$ cat src/rtl/heichips25_mux_pkg.sv
// Shared types and default parameters for the multi-design project multiplexer.
package heichips25_mux_pkg;

  typedef enum logic [1:0] {
    ST_IDLE       = 2'd0,
    ST_SHIFT      = 2'd1,
    ST_RESET_HOLD = 2'd2,
    ST_RUN        = 2'd3
  } mux_state_e;

  localparam int unsigned DEF_N_PROJ      = 4;
  localparam int unsigned DEF_W           = 8;
  localparam int unsigned DEF_RST_CYCLES  = 16;
  localparam int unsigned DEF_SYNC_STAGES = 2;

endpackage

$ cat src/rtl/heichips25_sync.sv
// Multi-flop synchroniser for an asynchronous pad input into the clk domain.
module heichips25_sync #(
  parameter int unsigned SYNC_STAGES = 2
) (
  input  logic i_clk,
  input  logic i_rst,
  input  logic i_d,
  output logic o_q
);

  logic [SYNC_STAGES-1:0] r_sync;

  always_ff @(posedge i_clk) begin
    if (i_rst) r_sync <= '0;
    else       r_sync <= {r_sync[SYNC_STAGES-2:0], i_d};
  end

  assign o_q = r_sync[SYNC_STAGES-1];

endmodule

$ cat src/rtl/heichips25_project_mux.sv
// Selects one of N_PROJ user designs via a serial cfg word, sequences its
// enable/reset, and routes the shared pad buses only to that design.
module heichips25_project_mux
  import heichips25_mux_pkg::*;
#(
  parameter  int unsigned N_PROJ      = DEF_N_PROJ,
  parameter  int unsigned W           = DEF_W,
  parameter  int unsigned RST_CYCLES  = DEF_RST_CYCLES,
  parameter  int unsigned SYNC_STAGES = DEF_SYNC_STAGES,
  localparam int unsigned SEL_W       = $clog2(N_PROJ)
) (
  input  logic                clk,
  input  logic                rst,
  input  logic                cfg_en,
  input  logic                cfg_data,
  input  logic [W-1:0]        ui_in,
  output logic [W-1:0]        uo_out,
  input  logic [W-1:0]        uio_in,
  output logic [W-1:0]        uio_out,
  output logic [W-1:0]        uio_oe,
  output logic [N_PROJ*W-1:0] proj_ui,
  output logic [N_PROJ*W-1:0] proj_uio_in,
  input  logic [N_PROJ*W-1:0] proj_uo,
  input  logic [N_PROJ*W-1:0] proj_uio_out,
  input  logic [N_PROJ*W-1:0] proj_uio_oe,
  output logic [N_PROJ-1:0]   proj_ena,
  output logic [N_PROJ-1:0]   proj_rst_n,
  output logic [SEL_W-1:0]    active_sel,
  output logic                busy
);

  localparam int unsigned CNT_W = (RST_CYCLES > 1) ? $clog2(RST_CYCLES) : 1;

  mux_state_e        r_state, w_state_nxt;
  logic [SEL_W-1:0]  r_shreg, w_shreg_nxt;
  logic [SEL_W-1:0]  r_sel, w_sel_nxt;
  logic [CNT_W-1:0]  r_cnt, w_cnt_nxt;
  logic [N_PROJ-1:0] r_proj_ena, r_proj_rst_n;
  logic              r_busy;
  logic              w_en_s, w_data_s, w_run;

  heichips25_sync #(.SYNC_STAGES(SYNC_STAGES)) u_sync_en (
    .i_clk(clk), .i_rst(rst), .i_d(cfg_en), .o_q(w_en_s)
  );

  heichips25_sync #(.SYNC_STAGES(SYNC_STAGES)) u_sync_data (
    .i_clk(clk), .i_rst(rst), .i_d(cfg_data), .o_q(w_data_s)
  );

  // A cfg window pre-empts every state so the old design drops out immediately.
  always_comb begin
    w_state_nxt = r_state;
    w_shreg_nxt = r_shreg;
    w_sel_nxt   = r_sel;
    w_cnt_nxt   = r_cnt;
    if (w_en_s) begin
      w_state_nxt = ST_SHIFT;
      w_shreg_nxt = (r_state == ST_SHIFT) ? SEL_W'({r_shreg, w_data_s})
                                          : SEL_W'(w_data_s);
    end else begin
      case (r_state)
        ST_SHIFT: begin
          if (32'(r_shreg) < N_PROJ) begin
            w_sel_nxt   = r_shreg;
            w_cnt_nxt   = CNT_W'(RST_CYCLES - 1);
            w_state_nxt = ST_RESET_HOLD;
          end else begin
            w_state_nxt = ST_IDLE;
          end
        end
        ST_RESET_HOLD: begin
          if (r_cnt == '0) w_state_nxt = ST_RUN;
          else             w_cnt_nxt   = r_cnt - CNT_W'(1);
        end
        default: ;
      endcase
    end
  end

  // Enables and resets are registered from the next state so they track it exactly.
  always_ff @(posedge clk) begin
    if (rst) begin
      r_state      <= ST_IDLE;
      r_shreg      <= '0;
      r_sel        <= '0;
      r_cnt        <= '0;
      r_proj_ena   <= '0;
      r_proj_rst_n <= '0;
      r_busy       <= 1'b0;
    end else begin
      r_state      <= w_state_nxt;
      r_shreg      <= w_shreg_nxt;
      r_sel        <= w_sel_nxt;
      r_cnt        <= w_cnt_nxt;
      r_proj_ena   <= (w_state_nxt == ST_RESET_HOLD || w_state_nxt == ST_RUN)
                      ? (N_PROJ'(1) << w_sel_nxt) : '0;
      r_proj_rst_n <= (w_state_nxt == ST_RUN) ? (N_PROJ'(1) << w_sel_nxt) : '0;
      r_busy       <= (w_state_nxt == ST_SHIFT || w_state_nxt == ST_RESET_HOLD);
    end
  end

  assign w_run = (r_state == ST_RUN);

  // Pad data path stays combinational; only the selected slice is ever non-zero.
  always_comb begin
    uo_out      = '0;
    uio_out     = '0;
    uio_oe      = '0;
    proj_ui     = '0;
    proj_uio_in = '0;
    if (w_run) begin
      uo_out                    = proj_uo[r_sel*W +: W];
      uio_out                   = proj_uio_out[r_sel*W +: W];
      uio_oe                    = proj_uio_oe[r_sel*W +: W];
      proj_ui[r_sel*W +: W]     = ui_in;
      proj_uio_in[r_sel*W +: W] = uio_in;
    end
  end

  assign proj_ena   = r_proj_ena;
  assign proj_rst_n = r_proj_rst_n;
  assign active_sel = r_sel;
  assign busy       = r_busy;

endmodule

$ cat config.mk
export PLATFORM = sky130hd
export DESIGN_NAME = heichips25_project_mux
export DESIGN_NICKNAME = d
export VERILOG_FILES = /design/src/rtl/heichips25_mux_pkg.sv /design/src/rtl/heichips25_sync.sv /design/src/rtl/heichips25_project_mux.sv
export SDC_FILE = /design/constraint.sdc
export NUM_CORES = 1
export LEC_CHECK = 0
export ABC_AREA = 1
export CAP_MARGIN = 20
export CORE_AREA = 2 2 82 84
export CTS_CLUSTER_SIZE = 12
export DETAILED_ROUTE_END_ITERATION = 16
export DIE_AREA = 0 0 84 86
export DONT_BUFFER_PORTS = 1
export GPL_TIMING_DRIVEN = 0
export PLACE_DENSITY = 0.55
export SLEW_MARGIN = 40
export SYNTH_ARGS = -nofsm -noshare
export SYNTH_HDL_FRONTEND = slang
export SYNTH_SLANG_ARGS = --single-unit
export TNS_END_PERCENT = 20
$ cat constraint.sdc
create_clock -name clk -period 4.7 [get_ports clk]
set_input_delay 0.47 -clock clk [delete_from_list [all_inputs] [get_ports clk]]
set_output_delay 0.47 -clock clk [all_outputs]
set_load 0.03 [all_outputs]
==> flow_summary.yaml, run 1 <==
status:
  status: "finished clean"
final_layout:
  nNetsFinal: 557
  finalNonFillerCells: 505
  area_growth_pct: 13.0
  final_core_util: 0.418
  stdcell_area_um2: 2620
  diodes: 0
  drive_gt1_frac: 0.145
  final_cell_mix: "153 x nor2_1, 38 x inv_1, 32 x nor3_2, 30 x o21ai_0, 28 x a21oi_1"
  final_common_cell: "nor2_1"
die:
  io_pins: 215
  fp-row-count: 29
  fp.dieW_um: 84
  core_area_um2: 6280
  die_h_um: 86
  start_util: 0.370
  die-area_um2: 7220
clock_tree:
  cts-root-buf: "clkbuf_8"
  clkSinkCount: 23
  cts_setup_buffers: 0
  htreeDepth: 1
  hold_buffers: 0
  cts_tree: "built"
  cts.repair.resized: 0
  cts.clk_slew.worst_paths_ns: 0.08
  cts_made_buffers: 3
  clk_latency_ns: 0.26
  cts_max_path_buffers: 2
synthesis:
  ys_async_sr_fraction: 0
  syn-num-nets: 552
  yosys_warnings: 0
  synth-main-ff-cell: "dfxtp_1"
  synth_edf_count: 0
  ys_seq_area_frac: 0.198
  synth_seq_cells: 23
  avgSynthCellArea_um2: 5.47
  yosysUniqueCellTypes: 19
  synthCells: 424
  syn_area_um2: 2320
drt:
  final_antenna_net_count: 0
  drt-vias-per-instance: 5.43
  wl_per_cell_um: 16.7
  drc: 0
  firstDrtPassIters: 4
  num_vias: 2740
  drt_iter0_drc: 64
  routed_wirelength_mm: 8.45
timing:
  finClkSkew_ns: 0.00407
  rsz0062_at_grt: "false"
  finalHoldViolations: 0
  slew_viol_final: 0
  relSlewSlack: 0.527
  fin_crit_sh: 0.734
  fin_ws_ns: 1.25
  setup_viol: 0
  finalCriticalPeriod_ns: 3.45
  fmax_mhz: 290
  fin_tns_setup_ns: 0
  tightest_slew_ns: 0.712
power_and_ir_drop:
  peakVddDrop_uv: 181
  powerDensity_nw_per_um2: 165
  p_leak_nw: 1.06
setup_path:
  end_kind: "output pin"
  path_class: "flop to output pin"
  critical_path_arrival_ns: 2.98
  cp_max_fo: 12
  ff2ff_setup_slack_ns: 2.79
  critPathMaxStageDelay_ns: 0.68
  startpoint_type: "flop"
  crit_top_cell: "buf_2"
  cp.required_ns: 4.23
  cp_slowest_cell: "dfxtp_1"
  crit_path_cell_trace: "inv_2 -> buf_2 -> buf_2 -> ha_1 -> inv_1 -> nand2_1 -> buf_2 -> nor3_2"
placement:
  dp.cells: 501
  place_ws_ns: 1.30
  placed_area_um2: 2570
  gp_congestion: 0.898
  portBuffers: 0
  dpl.hpwl_mm: 6.94
global_route:
  first_global_vias: 2413
  overflow: 0
  track_usage: 0.212
  grt_pass1_wl_mm: 12.6
  antenna_found_initial: 0
  grt_max_degree: 13
min_path:
  hp-class: "primary input to flop"
job:
  max_cap_violations: 0
-- final timing paths --
check | depth (start not counted) | start | to
worst min register to register | 2 | u_sync_data.r_sync[0] | u_sync_data.r_sync[1]
worst max register to register | 8 | r_state[0] | proj_ena[0]
worst max-delay path | 8 | active_sel[0] | proj_ui[1]
worst min-delay path | 1 | rst | r_shreg[1]
-- power by group --
| part | switching (mW) | internal (mW) |
|---|---|---|
| sequential | 0.0102 | 0.205 |
| clock | 0.0599 | 0.0604 |
| combinational | 0.0657 | 0.0325 |
| total | 0.136 | 0.298 |
-- logic make-up (layout without fill, tap and decap cells) --
kind of cell | after synthesis | after routing | synth area share
AOI/OAI and AO/OA | 81 | 81 | 0.179
buffers and inverters | 69 | 73 | 0.135
adders and majority gates | 12 | 12 | 0.0647
DFF | 23 | 23 | 0.198
and+or+nand+nor | 239 | 239 | 0.423
-- worst max-delay path, delay by kind of cell, from the launching register on --
family                     cells  cell delay (ns)
adders and majority gates      1             0.36
buffers and inverters          5             0.96
DFF                            1             0.68
and+or+nand+nor                2             0.72
-- synthesized netlist by cell type (4+ instances only) --
master / n / area [µm²]
nand3_1: 24 / 120
nor2_1: 153 / 574
inv_1: 38 / 143
o21ai_0: 30 / 150
buf_2: 13 / 65.1
ha_1: 12 / 150
clkbuf_1: 8 / 30.0
o21ai_1: 20 / 100
a21oi_1: 28 / 140
nor3_1: 35 / 175
nand2_1: 25 / 93.8
dfxtp_1: 23 / 460
buf_4: 4 / 30.0
-- metrics by stage --
stage	total power, mW	hold slack [ns]
detailed placement	0.317	0.396
global placement	0.311	0.391
global route	0.466	0.271
floorplan	0.296	0.388
CTS	0.438	0.277
finish	0.433	0.283
-- per-layer routing --
layer  vias up  GRT usage  wire length, µm
li1       1359          -                -
met1      1228      0.286             3570
met2       145      0.355             4160
met3         8     0.0404              642
met4         0     0.0440               85
met5         -          0                0
-- state kept, by name (all words and copies together), names as in the netlist --
register            flops
u_sync_data.r_sync      2
proj_ena                4
active_sel              2
proj_rst_n              4
r_cnt                   4
u_sync_en.r_sync        2
r_shreg                 2
r_state                 2
busy                    1
-- cell type report --
cell class | count | area (µm²)
buffer | 28 | 159
clock buffer | 4 | 45.0
tap | 77 | 96.3
inverter | 41 | 154
fill | 706 | 3650
sequential | 23 | 460
multi-input combinational | 332 | 1710
Power figures use the tool's default switching activity.
==> run 2: changes to the inputs <==
- CORE_AREA: 2 2 82 84 -> 2 2 84 86
- DIE_AREA: 0 0 84 86 -> 0 0 86 88
- clock period: 4.7 -> 3.15 ns (I/O delays scaled with it)
==> run 2 against run 1 <==
Against the previous run:
- via count shrank 0.33%
- critical path type unchanged
- clock-buffer cell count shrank 1
- final cell count grew 0.59%
- first-iteration DRC count grew 38%
- highest routed layer unchanged
==> flow_summary.yaml, run 2 (synthesis results as in run 1) <==
clock_tree:
  cts_max_path_buffers: 2
  clk_latency_ns: 0.26
  cts-root-buf: "clkbuf_8"
  cts_made_buffers: 3
  htreeDepth: 1
  cts_tree: "built"
  cts_setup_buffers: 0
  cts.clk_slew.worst_paths_ns: 0.08
  clkSinkCount: 23
timing:
  hold_ws_ns: 0.121
  rsz0062_at_grt: "false"
  finClkSkew_ns: 0.00244
  finalCriticalPeriod_ns: 2.96
  setup_viol: 0
  slew_viol_final: 0
  fin_crit_sh: 0.941
  fmax_mhz: 338
  finalHoldViolations: 0
  relSlewSlack: 0.498
  tightest_slew_ns: 0.755
die:
  fp.dieW_um: 86
  fp-row-count: 30
  die-area_um2: 7570
  io_pins: 215
  start_util: 0.349
  core_area_um2: 6640
  die_h_um: 88
status:
  status: "finished clean"
final_layout:
  final_cell_mix: "151 x nor2_1, 38 x inv_1, 30 x o21ai_0, 28 x a21oi_1, 25 x nand2_1"
  nNetsFinal: 557
  drive_gt1_frac: 0.159
  area_growth_pct: 16.8
  diodes: 0
  final_common_cell: "nor2_1"
  stdcell_area_um2: 2710
setup_path:
  r2r-end: "proj_ena[0]"
  r2r_cells: 9
  cp.depth: 7
  end_kind: "output pin"
  crit_path_cell_trace: "buf_4 -> inv_2 -> buf_2 -> ha_1 -> nand4_2 -> buf_2 -> nor3_2"
  critPathLaunch: "active_sel[1]"
  endpoint: "proj_ui[22]"
  crit_top_cell: "buf_2"
  reg2reg_from: "r_state[0]"
  cp_max_fo: 12
  critPathMaxStageDelay_ns: 0.48
  path_buf_inv: 4
  cp.required_ns: 2.83
  startpoint_type: "flop"
  critPathTopFamily: "buffers and inverters"
  cp_slowest_cell: "nor3_2"
  path_class: "flop to output pin"
  ff2ff_setup_slack_ns: 1.18
  critical_path_arrival_ns: 2.65
drt:
  num_vias: 2731
  drt_iter0_drc: 88
  routed_wirelength_mm: 8.77
  drc: 0
  final_antenna_net_count: 0
  firstDrtPassIters: 4
  drt-vias-per-instance: 5.38
  wl_per_cell_um: 17.3
global_route:
  track_usage: 0.203
  overflow: 0
  grt_max_degree: 14
  first_global_vias: 2304
  antenna_found_initial: 0
  grt_pass1_wl_mm: 12.3
placement:
  portBuffers: 0
  gp_congestion: 0.892
  dpl.hpwl_mm: 7.25
  placed_area_um2: 2580
power_and_ir_drop:
  powerDensity_nw_per_um2: 240
  p_leak_nw: 1.04
  peakVddDrop_uv: 367
min_path:
  hp-class: "primary input to flop"
  whs_path_depth: 1
job:
  max_cap_violations: 0
-- run 2: area by class of cell --
| type | instances | area, µm² |
|---|---|---|
| fillers | 730 | 3930 |
| multi-input cells | 332 | 1780 |
| flip-flops and latches | 23 | 465 |
| plain buffers | 28 | 164 |
| inverters | 41 | 154 |
| well taps | 80 | 100 |
| clock buffers | 3 | 41.3 |
| clock inverters | 1 | 5.00 |
-- run 2: worst register-to-register path, cell delays in order, from the launching register on --
cell	delay (ns)
dfxtp_1	0.39
inv_1	0.08
ha_1	0.25
inv_1	0.09
nand2_1	0.05
a21oi_1	0.11
nand2_1	0.09
ha_1	0.22
o21ai_0	0.46
nor3_1	0.12
-- run 2: per-layer routing --
| layer | global-route usage | wire length [µm] | vias to the layer above |
|---|---|---|---|
| met5 | 0 | 0 | - |
| met4 | 0.0346 | 109 | 0 |
| met3 | 0.0462 | 739 | 12 |
| met2 | 0.331 | 4190 | 132 |
| met1 | 0.280 | 3730 | 1221 |
| li1 | - | - | 1366 |
-- run 2: where the power goes --
part           internal [mW]  total [mW]  leakage (nW)  switching, mW
clock                 0.0882       0.179        0.0255         0.0907
combinational         0.0491       0.152         0.827          0.103
sequential             0.305       0.320         0.189         0.0149
-- run 2: timing repair --
item / 4_1_cts / 5_1_grt
hold buffers: 0 / 0
gates resized for setup: 3 / 17
pin swaps: 0 / 2
endpoints found under the setup margin: 42 / 43
-- run 2: how the worst min path moves through the flow --
stage,startpoint,endpoint,slack [ns]
6_report,rst,r_shreg[1],0.12
5_1_grt,rst,r_shreg[1],0.10
4_1_cts,rst,r_shreg[1],0.12
3_5_place_dp,u_sync_en.r_sync[0],u_sync_en.r_sync[1],0.40
3_3_place_gp,u_sync_en.r_sync[0],u_sync_en.r_sync[1],0.39
2_1_floorplan,u_sync_data.r_sync[0],u_sync_data.r_sync[1],0.39
-- run 2: stage by stage --
stage | setup slack, ns | total power [mW] | utilization | setup TNS [ns] | instances
floorplan | 0.401 | 0.442 | - | 0 | 424
global placement | -0.0522 | 0.465 | 0.364 | -0.111 | 504
detailed placement | -0.0904 | 0.473 | 0.388 | -0.0904 | 504
CTS | -0.0444 | 0.656 | 0.397 | -0.315 | 508
global route | 0.0547 | 0.694 | 0.408 | 0 | 508
finish | 0.187 | 0.650 | 0.408 | 0 | 508
==> run 3: changes to the inputs <==
- CTS_BUF_LIST: default -> sky130_fd_sc_hd__clkbuf_16
==> run 3 against run 2 <==
Against the previous run:
- via count fell by 0.59%
- sequential share of layout area fell by 0.20 points
- core utilization rose by 0.47 points
- maximum frequency rose by 0.55%
- critical endpoint unchanged
- highest routed layer unchanged
- clock-buffer cell count did not move
- non-clock buffer count did not move
- final cell count did not move
- largest power group unchanged
- critical path type unchanged
- global-route usage fell by 0.13 points
- power rose by 14%
- clock power rose by 49%
- worst setup slack improved by 0.016 ns
- worst hold slack improved by 0.014 ns
==> flow_summary.yaml, run 3 (synthesis results as in run 1) <==
status:
  status: "finished clean"
die:
  fp.dieW_um: 86
  fp-row-count: 30
  start_util: 0.349
  io_pins: 215
  core_area_um2: 6640
  die_h_um: 88
  die-area_um2: 7570
timing:
  slew_viol_final: 0
  tightest_slew_ns: 0.755
  finalCriticalPeriod_ns: 2.95
  fin_tns_setup_ns: 0
  fmax_mhz: 339
  rsz0062_at_grt: "false"
  setup_viol: 0
  relSlewSlack: 0.498
  fin_crit_sh: 0.935
  finalHoldViolations: 0
  finClkSkew_ns: 0.00205
drt:
  drt-vias-per-instance: 5.34
  drc: 0
  drt_iter0_drc: 88
  firstDrtPassIters: 4
  wl_per_cell_um: 17.2
  m1WireLength_mm: 3.74
  wl_met3_um: 702
  routed_wirelength_mm: 8.76
  top_layer: "met4"
  wl_met2_mm: 4.23
  final_antenna_net_count: 0
  num_vias: 2715
setup_path:
  r2r-end: "proj_ena[0]"
  startpoint_type: "flop"
  ff2ff_setup_slack_ns: 1.18
  critical_path_arrival_ns: 2.63
  r2r_cells: 9
  path_class: "flop to output pin"
  cp_max_fo: 12
  cp.required_ns: 2.83
  end_kind: "output pin"
  reg2reg_from: "r_state[0]"
global_route:
  track_usage: 0.202
  grt_max_degree: 14
  first_global_vias: 2292
  overflow: 0
  grt_pass1_wl_mm: 12.3
  antenna_found_initial: 0
power_and_ir_drop:
  powerDensity_nw_per_um2: 270
  peakVddDrop_uv: 438
  p_leak_nw: 1.06
final_layout:
  drive_gt1_frac: 0.159
  final_cell_mix: "151 x nor2_1, 38 x inv_1, 30 x o21ai_0, 28 x a21oi_1, 25 x nand2_1"
  final_core_util: 0.413
  final_common_cell: "nor2_1"
  diodes: 0
  nNetsFinal: 557
  area_growth_pct: 18.1
min_path:
  holdPathEnd: "r_shreg[1]"
  hp-start: "rst"
  whs_path_depth: 1
  hp-class: "primary input to flop"
clock_tree:
  cts.clk_slew.worst_paths_ns: 0.06
  cts_max_path_buffers: 2
  cts_tree: "built"
  hold_buffers: 0
  clk_latency_ns: 0.25
  cts_made_buffers: 3
  cts-root-buf: "clkbuf_16"
  cts_setup_buffers: 0
  htreeDepth: 1
  clkSinkCount: 23
placement:
  portBuffers: 0
  dpl.hpwl_mm: 7.25
  gp_congestion: 0.892
job:
  max_cap_violations: 0
## run 3: per-stage QoR
step / total power, mW / area [µm²] / hold WS [ns] / worst slack (ns) / instances
6_report: 0.739 / 2740 / 0.135 / 0.204 / 508
5_1_grt: 0.782 / 2740 / 0.125 / 0.0133 / 508
4_1_cts: 0.744 / 2670 / 0.131 / -0.0249 / 508
3_5_place_dp: 0.473 / 2580 / 0.395 / -0.0904 / 504
3_3_place_gp: 0.465 / 2420 / 0.391 / -0.0522 / 504
2_1_floorplan: 0.442 / 2320 / 0.388 / 0.401 / 424
## run 3: where the power goes
group	internal (mW)	switching [mW]	leakage [nW]
registers	0.305	0.0151	0.189
logic	0.0490	0.103	0.825
clock network	0.170	0.0967	0.0409
## run 3: worst max-delay path, cell delays in order (launching register included)
cell and delay, ns:
dfxtp_2 0.47, buf_4 0.21, inv_2 0.07, buf_2 0.20, ha_1 0.35, nand4_2 0.29, buf_2 0.32, nor3_2 0.48
## run 3: cell type report
cell class	instances	area [µm²]
multi-input combinational	332	1780
clock inverter	1	5.00
tap	80	100
fill	732	3900
buffer	28	161
inverter	41	154
clock buffer	3	75.1
sequential	23	465
## run 3: routing by layer
metal | vias to the layer above | global-route usage
li1 | 1367 | -
met4 | 0 | 0.0260
met2 | 123 | 0.329
met3 | 10 | 0.0462
met5 | - | 0
met1 | 1215 | 0.281
## run 3: worst max-delay path by stage
stage	start	end	slack, ns	cells after the start
floorplan	active_sel[0]	proj_ui[0]	0.40	8
global placement	active_sel[0]	proj_ui[7]	-0.05	8
detailed placement	active_sel[0]	proj_uio_in[22]	-0.09	7
CTS	active_sel[1]	proj_ui[0]	-0.02	8
global route	active_sel[0]	proj_ui[26]	0.01	8
finish	active_sel[1]	proj_ui[22]	0.20	7
## run 3: what timing repair did
item	in CTS	in global routing
resized for setup	3	16
pin swaps	0	1
endpoints found under the setup margin	39	42
